File: config.mk
export PLATFORM = sky130hd
export DESIGN_NAME = ipml_fifo_pix_unpack
export DESIGN_NICKNAME = d
export VERILOG_FILES = /design/src/rtl/ipml_fifo_pix_unpack.sv
export SDC_FILE = /design/constraint.sdc
export NUM_CORES = 1
export LEC_CHECK = 0
export ABC_CLOCK_PERIOD_IN_PS = 5200
export BUFFER_PORTS_ARGS = -buffer_cell sky130_fd_sc_hd__buf_4
export CORE_ASPECT_RATIO = 0.75
export CORE_MARGIN = 5
export CORE_UTILIZATION = 58
export CTS_CLUSTER_DIAMETER = 60
export DETAILED_ROUTE_END_ITERATION = 7
export MAX_ROUTING_LAYER = met4
export PLACE_DENSITY_LB_ADDON = 0.05
export SETUP_SLACK_MARGIN = 0.5
export SLEW_MARGIN = 20
export SYNTH_ARGS = -nofsm -noshare
export SYNTH_HDL_FRONTEND = slang
export SYNTH_SLANG_ARGS = --single-unit
File: constraint.sdc
create_clock -name rd_clk -period 5.2 [get_ports rd_clk]
set_clock_uncertainty 0.15 [all_clocks]
set_input_delay 0.78 -clock rd_clk [delete_from_list [all_inputs] [get_ports rd_clk]]
set_output_delay 0.78 -clock rd_clk [all_outputs]
set_load 0.01 [all_outputs]
File: src/rtl/ipml_fifo_pix_unpack.sv
// rtl/ipml_fifo_pix_unpack.sv - read-side FIFO word to pixel unpacker with underflow realignment
module ipml_fifo_pix_unpack #(
    parameter int c_IN_WIDTH  = 32,
    parameter int c_PIX_WIDTH = 16,
    parameter int c_LINE_PIX  = 1280,
    parameter int c_LSB_FIRST = 1,
    localparam int CNT_W      = (c_LINE_PIX > 1) ? $clog2(c_LINE_PIX) : 1
) (
    input  logic                   rd_clk,
    input  logic                   rd_rst,
    input  logic                   frame_sync,
    input  logic [c_IN_WIDTH-1:0]  fifo_data,
    input  logic                   fifo_vld,
    output logic                   fifo_en,
    input  logic                   pix_req,
    output logic [c_PIX_WIDTH-1:0] pix_data,
    output logic                   pix_vld,
    output logic                   line_end,
    output logic [CNT_W-1:0]       pix_cnt,
    output logic                   underflow
);

    localparam int N      = c_IN_WIDTH / c_PIX_WIDTH;
    localparam int SEL_W  = (N > 1) ? $clog2(N) : 1;
    localparam int MISS_W = $clog2(c_LINE_PIX + 1);

    typedef enum logic {ST_IDLE, ST_RUN} state_t;

    state_t                  state;
    state_t                  state_nxt;
    logic [c_IN_WIDTH-1:0]   word_buf;
    logic [SEL_W-1:0]        sel;
    logic                    buf_full;
    logic [MISS_W-1:0]       miss_cnt;

    logic                    run;
    logic                    avail;
    logic                    owed;
    logic                    consume;
    logic                    last_slice;
    logic                    pop;
    logic                    hit;
    logic                    miss;
    logic                    discard_idle;
    logic [c_PIX_WIDTH-1:0]  slice;
    int                      slice_idx;

    // State register: frame_sync is the only way into RUN, and there is no way out
    always_ff @(posedge rd_clk or posedge rd_rst) begin
        if (rd_rst) begin
            state <= ST_IDLE;
        end else begin
            state <= state_nxt;
        end
    end

    // Next state: any frame_sync lands in (or restarts) RUN
    always_comb begin
        state_nxt = state;
        if (frame_sync) begin
            state_nxt = ST_RUN;
        end
    end

    // Decode of this cycle's action; a frame_sync cycle does nothing but flush
    always_comb begin
        run          = (state == ST_RUN) && !frame_sync;
        avail        = buf_full;
        owed         = (miss_cnt != '0);
        consume      = run && avail && (pix_req || owed);
        last_slice   = consume && (sel == SEL_W'(N - 1));
        fifo_en      = run && (!buf_full || last_slice);
        pop          = fifo_en && fifo_vld;
        hit          = run && pix_req && avail && !owed;
        miss         = run && pix_req && !avail;
        discard_idle = run && !pix_req && avail && owed;
        slice_idx    = (c_LSB_FIRST != 0) ? int'(sel) : (N - 1 - int'(sel));
        slice        = word_buf[slice_idx*c_PIX_WIDTH +: c_PIX_WIDTH];
    end

    // Buffer, miss bookkeeping and registered pixel outputs
    always_ff @(posedge rd_clk or posedge rd_rst) begin
        if (rd_rst) begin
            word_buf  <= '0;
            sel       <= '0;
            buf_full  <= 1'b0;
            miss_cnt  <= '0;
            pix_data  <= '0;
            pix_vld   <= 1'b0;
            line_end  <= 1'b0;
            pix_cnt   <= '0;
            underflow <= 1'b0;
        end else if (frame_sync) begin
            sel       <= '0;
            buf_full  <= 1'b0;
            miss_cnt  <= '0;
            pix_data  <= '0;
            pix_vld   <= 1'b0;
            line_end  <= 1'b0;
            pix_cnt   <= '0;
            underflow <= 1'b0;
        end else begin
            // A pop refills in the same cycle the last slice leaves, so no bubble
            if (pop) begin
                word_buf <= fifo_data;
                sel      <= '0;
                buf_full <= 1'b1;
            end else if (consume) begin
                if (last_slice) begin
                    sel      <= '0;
                    buf_full <= 1'b0;
                end else begin
                    sel <= sel + SEL_W'(1);
                end
            end

            if (miss) begin
                underflow <= 1'b1;
                if (miss_cnt != MISS_W'(c_LINE_PIX)) begin
                    miss_cnt <= miss_cnt + MISS_W'(1);
                end
            end else if (discard_idle) begin
                miss_cnt <= miss_cnt - MISS_W'(1);
            end

            pix_vld  <= hit;
            pix_data <= hit ? slice : '0;

            // Line position tracks requests, hit or miss, so timing stays locked to the display
            if (run && pix_req) begin
                if (pix_cnt == CNT_W'(c_LINE_PIX - 1)) begin
                    pix_cnt  <= '0;
                    line_end <= 1'b1;
                end else begin
                    pix_cnt  <= pix_cnt + CNT_W'(1);
                    line_end <= 1'b0;
                end
            end else begin
                line_end <= 1'b0;
            end
        end
    end

endmodule

==> out/qor.log <==
qor: clock_network.root_buffer sky130_fd_sc_hd__clkbuf_8
qor: global_route.grt_pass1_wl 13.8 mm
qor: timing.period_minus_slack 3.61 ns
qor: yosys.synth_ff_type sky130_fd_sc_hd__dfrtp_1
qor: floorplanning.core_area 6380 sq um
qor: floorplanning.die-area 8390 sq um
qor: clock_network.worstSkewPairLatency 0.35 ns
qor: timing.finalHoldViolCount 0
qor: layout.antenna_cells_inserted 0
qor: yosys.synth_cells 325
qor: yosys.synth.ff_latch_count 76
qor: job.maxcap_viol_count 0
qor: placement.gp_routability_congestion 0.819
qor: clock_network.cts_num_sinks 76
qor: timing.timing.hold.ws 0.365 ns
qor: setup_path.arrival 3.74 ns
qor: setup_path.worst-path-buf-inv 1
qor: timing.timing.final.max_slew_violations 0
qor: global_route.grt_start_max_net_pins 54
qor: clock_network.post_cts_hold_buffer_count 0
qor: timing.slew_worst_pin 1.07 ns
qor: clock_network.cts_tree built
qor: placement.buffer_ports.inserted 67
qor: setup_path.start_kind primary input
qor: yosys.syn-cell-area 3850 sq um
qor: yosys.synth.largest_area_cell sky130_fd_sc_hd__dfrtp_1
qor: placement.dp.cells 462
qor: clock_network.cts_resized 0
qor: setup_path.worst_path_max_delay_cell sky130_fd_sc_hd__fa_1
qor: global_route.first_global_vias 2754
qor: floorplanning.ios 68
qor: power.powerDensity 412 nW/um^2
qor: yosys.fraction_of_post_synthesis_cell_area_in_the_top_cell_type_by_area 49.3%
qor: clock_network.htreeDepth 3
qor: setup_path.cp_slowest_stage_delay 0.73 ns
qor: setup_path.worst-path-max-fanout 27
qor: timing.final_min_period_over_clock_period 69.4%
qor: layout.finish.net_count 441
qor: setup_path.path_cells buf_4 > nand4bb_1 > fa_1 > a211oi_1 > o21ai_0 > a21oi_1 > mux2_2 > nand4b_1
qor: yosys.number_of_warnings_issued_by_yosys 0
qor: timing.setup_violations 0
qor: setup_path.worst_ep_required_time 5.33 ns
qor: floorplanning.die_width 104 um
qor: drt.detail_route.first_pass.iterations 4
qor: timing.fmaxAchievable 277 MHz
qor: yosys.yosys-top-cells-area sky130_fd_sc_hd__dfrtp_1 49%, sky130_fd_sc_hd__mux2_4 12%, sky130_fd_sc_hd__mux2i_1 4.9%
qor: yosys.async_reset_ff_share 100%
qor: drt.drt-vias-per-instance 5.61
qor: drt.post-route-drc-count 0
qor: placement.place_hpwl 5.56 mm
qor: status.result_of_the_run complete, no violations
qor: layout.area_growth 19.4%
qor: yosys.synth_seq_area_share 49.3%
qor: timing.fin_setup_tns 0 ns
qor: yosys.synth_edf_count 0
qor: floorplanning.rows 25
qor: layout.n_fill_cell 471
qor: drt.ant_nets 0
qor: setup_path.worstSetupEndpointType flip-flop
qor: layout.layout.cells.non_filler 478
qor: yosys.synth.cells.most_frequent 76 x sky130_fd_sc_hd__dfrtp_1, 33 x sky130_fd_sc_hd__nor2_1, 30 x sky130_fd_sc_hd__mux2_4
qor: setup_path.critPathTopFamily compound AO/OA/AOI/OAI gates
qor: timing.relSlewSlack 28.4%
qor: power.ir_drop 0.000295 V
qor: worst_hold_path.hold_path.class reg -> reg
qor: floorplanning.floorplan.initialDensity 60.4%
qor: drt.postRouteWirelength 7.92 mm
qor: drt.wl_per_cell 16.6 um
qor: drt.num_vias 2682
qor: global_route.grt_use_total 21.2%
qor: global_route.antenna_violations_before_repair 0
qor: yosys.syn-mean-instance-area 11.9 sq um
qor: timing.rsz_0062_raised_after_global_routing false
qor: clock_network.ctsLongestPathBuffers 2
qor: yosys.synth_cell_types 50
qor: drt.iteration_0_drc_markers 90
qor: setup_path.crit_type in -> reg
qor: layout.layout-drive-gt1-share 31.7%
qor: clock_network.cts_inserted_buffers 9
qor: global_route.grt-ovfl-total 0
qor: clock_network.post-cts-setup-buffers 0
qor: yosys.synthesis.nets 374
qor: clock_network.clkTransAtPathRegs 0.08 ns
qor: power.leakagePower 2.16 nW
qor: floorplanning.floorplan.die.height 80.6 um
qor: yosys.synth.most_common_cell sky130_fd_sc_hd__dfrtp_1
## path summary, 6_finish.rpt
check | start | end | slack, ns | cells past startpoint
min | word_buf[13] | word_buf[13] | 0.36 | 1
max reg2reg | avail | miss_cnt[10] | 1.65 | 7
min in group asynchronous | rd_rst | pix_data[2] | 0.45 | 2
max | frame_sync | miss_cnt[10] | 1.59 | 8
max in group asynchronous | rd_rst | miss_cnt[5] | 3.62 | 3
min reg2reg | word_buf[13] | word_buf[13] | 0.36 | 1
## metrics by stage
stage	power, W	instance area, sq um	util, %	setup slack [ns]
2_1_floorplan	0.00129	3850	-	1.95
3_3_place_gp	0.00141	4390	68.8	1.33
3_5_place_dp	0.00144	4390	68.8	1.24
4_1_cts	0.00191	4600	72.1	1.61
5_1_grt	0.00203	4600	72.1	1.34
6_report	0.00190	4600	72.1	1.59
## worst register-to-register path, delay by kind of cell (launching register included)
kind / cells / cell delay [ns]
DFF: 1 / 0.52
adders and majority gates: 1 / 0.74
and+or+nand+nor: 2 / 0.86
AOI/OAI and AO/OA: 3 / 0.83
muxes: 1 / 0.39
## placed cells by master, fill, tap and decap left out, types with 3 or more instances in the layout
| master | n |
|---|---|
| sky130_fd_sc_hd__mux2_4 | 30 |
| sky130_fd_sc_hd__clkbuf_8 | 10 |
| sky130_fd_sc_hd__nand3b_1 | 3 |
| sky130_fd_sc_hd__o211ai_1 | 3 |
| sky130_fd_sc_hd__buf_4 | 70 |
| sky130_fd_sc_hd__nand4b_1 | 3 |
| sky130_fd_sc_hd__nand2b_1 | 5 |
| sky130_fd_sc_hd__a31oi_1 | 4 |
| sky130_fd_sc_hd__a211oi_1 | 5 |
| sky130_fd_sc_hd__dfrtp_1 | 76 |
| sky130_fd_sc_hd__o21ai_0 | 17 |
| sky130_fd_sc_hd__nand3_1 | 7 |
| sky130_fd_sc_hd__xor2_1 | 5 |
| sky130_fd_sc_hd__a21o_1 | 4 |
| sky130_fd_sc_hd__nor3_1 | 9 |
| sky130_fd_sc_hd__inv_1 | 3 |
| sky130_fd_sc_hd__ha_1 | 11 |
| sky130_fd_sc_hd__xnor2_1 | 8 |
| sky130_fd_sc_hd__nand4_1 | 3 |
| sky130_fd_sc_hd__a21oi_1 | 11 |
| sky130_fd_sc_hd__nand2_1 | 12 |
| sky130_fd_sc_hd__mux2_2 | 4 |
| sky130_fd_sc_hd__nor2_1 | 33 |
| sky130_fd_sc_hd__mux2i_1 | 19 |
| sky130_fd_sc_hd__a22o_1 | 3 |
## area by class of cell
cell class,count,area (sq um),area share [%]
Sequential cell,76,1900,41.3
Multi-Input combinational cell,231,1850,40.2
Timing Repair Buffer,70,526,11.4
Clock buffer,10,138,2.99
Tap cell,81,101,2.20
Clock inverter,6,70.1,1.52
Inverter,4,16.3,0.353
## routing by layer
layer	vias up	routed length (um)	global-route usage, %
met5	-	0	-
met4	0	88	4.92
met3	11	434	6.99
met2	73	3670	32.0
met1	1294	3730	28.0
li1	1304	-	-
## registers in the layout (all words and copies together), names as in the netlist
name / cells
avail: 1
miss_cnt: 11
pix_cnt: 11
pix_data: 16
pix_vld: 1
line_end: 1
state: 1
underflow: 1
sel: 1
word_buf: 32
## power breakdown
group	switching [W]	internal [W]	total (W)
combinational	0.000301	0.000338	0.000639
clock	0.000226	0.000239	0.000465
sequential	0.0000941	0.000698	0.000792
total	0.000621	0.00128	0.00190
## kinds of logic after synthesis
logic type | share of synthesized area [%]
and+or+nand+nor | 12.9
buffers and inverters | 2.69
DFF | 49.3
adders and majority gates | 4.09
muxes | 17.8
AOI/OAI and AO/OA | 10.3
xor gates and xnor gates | 2.95
Note: power is estimated with default switching activity, not from simulation.
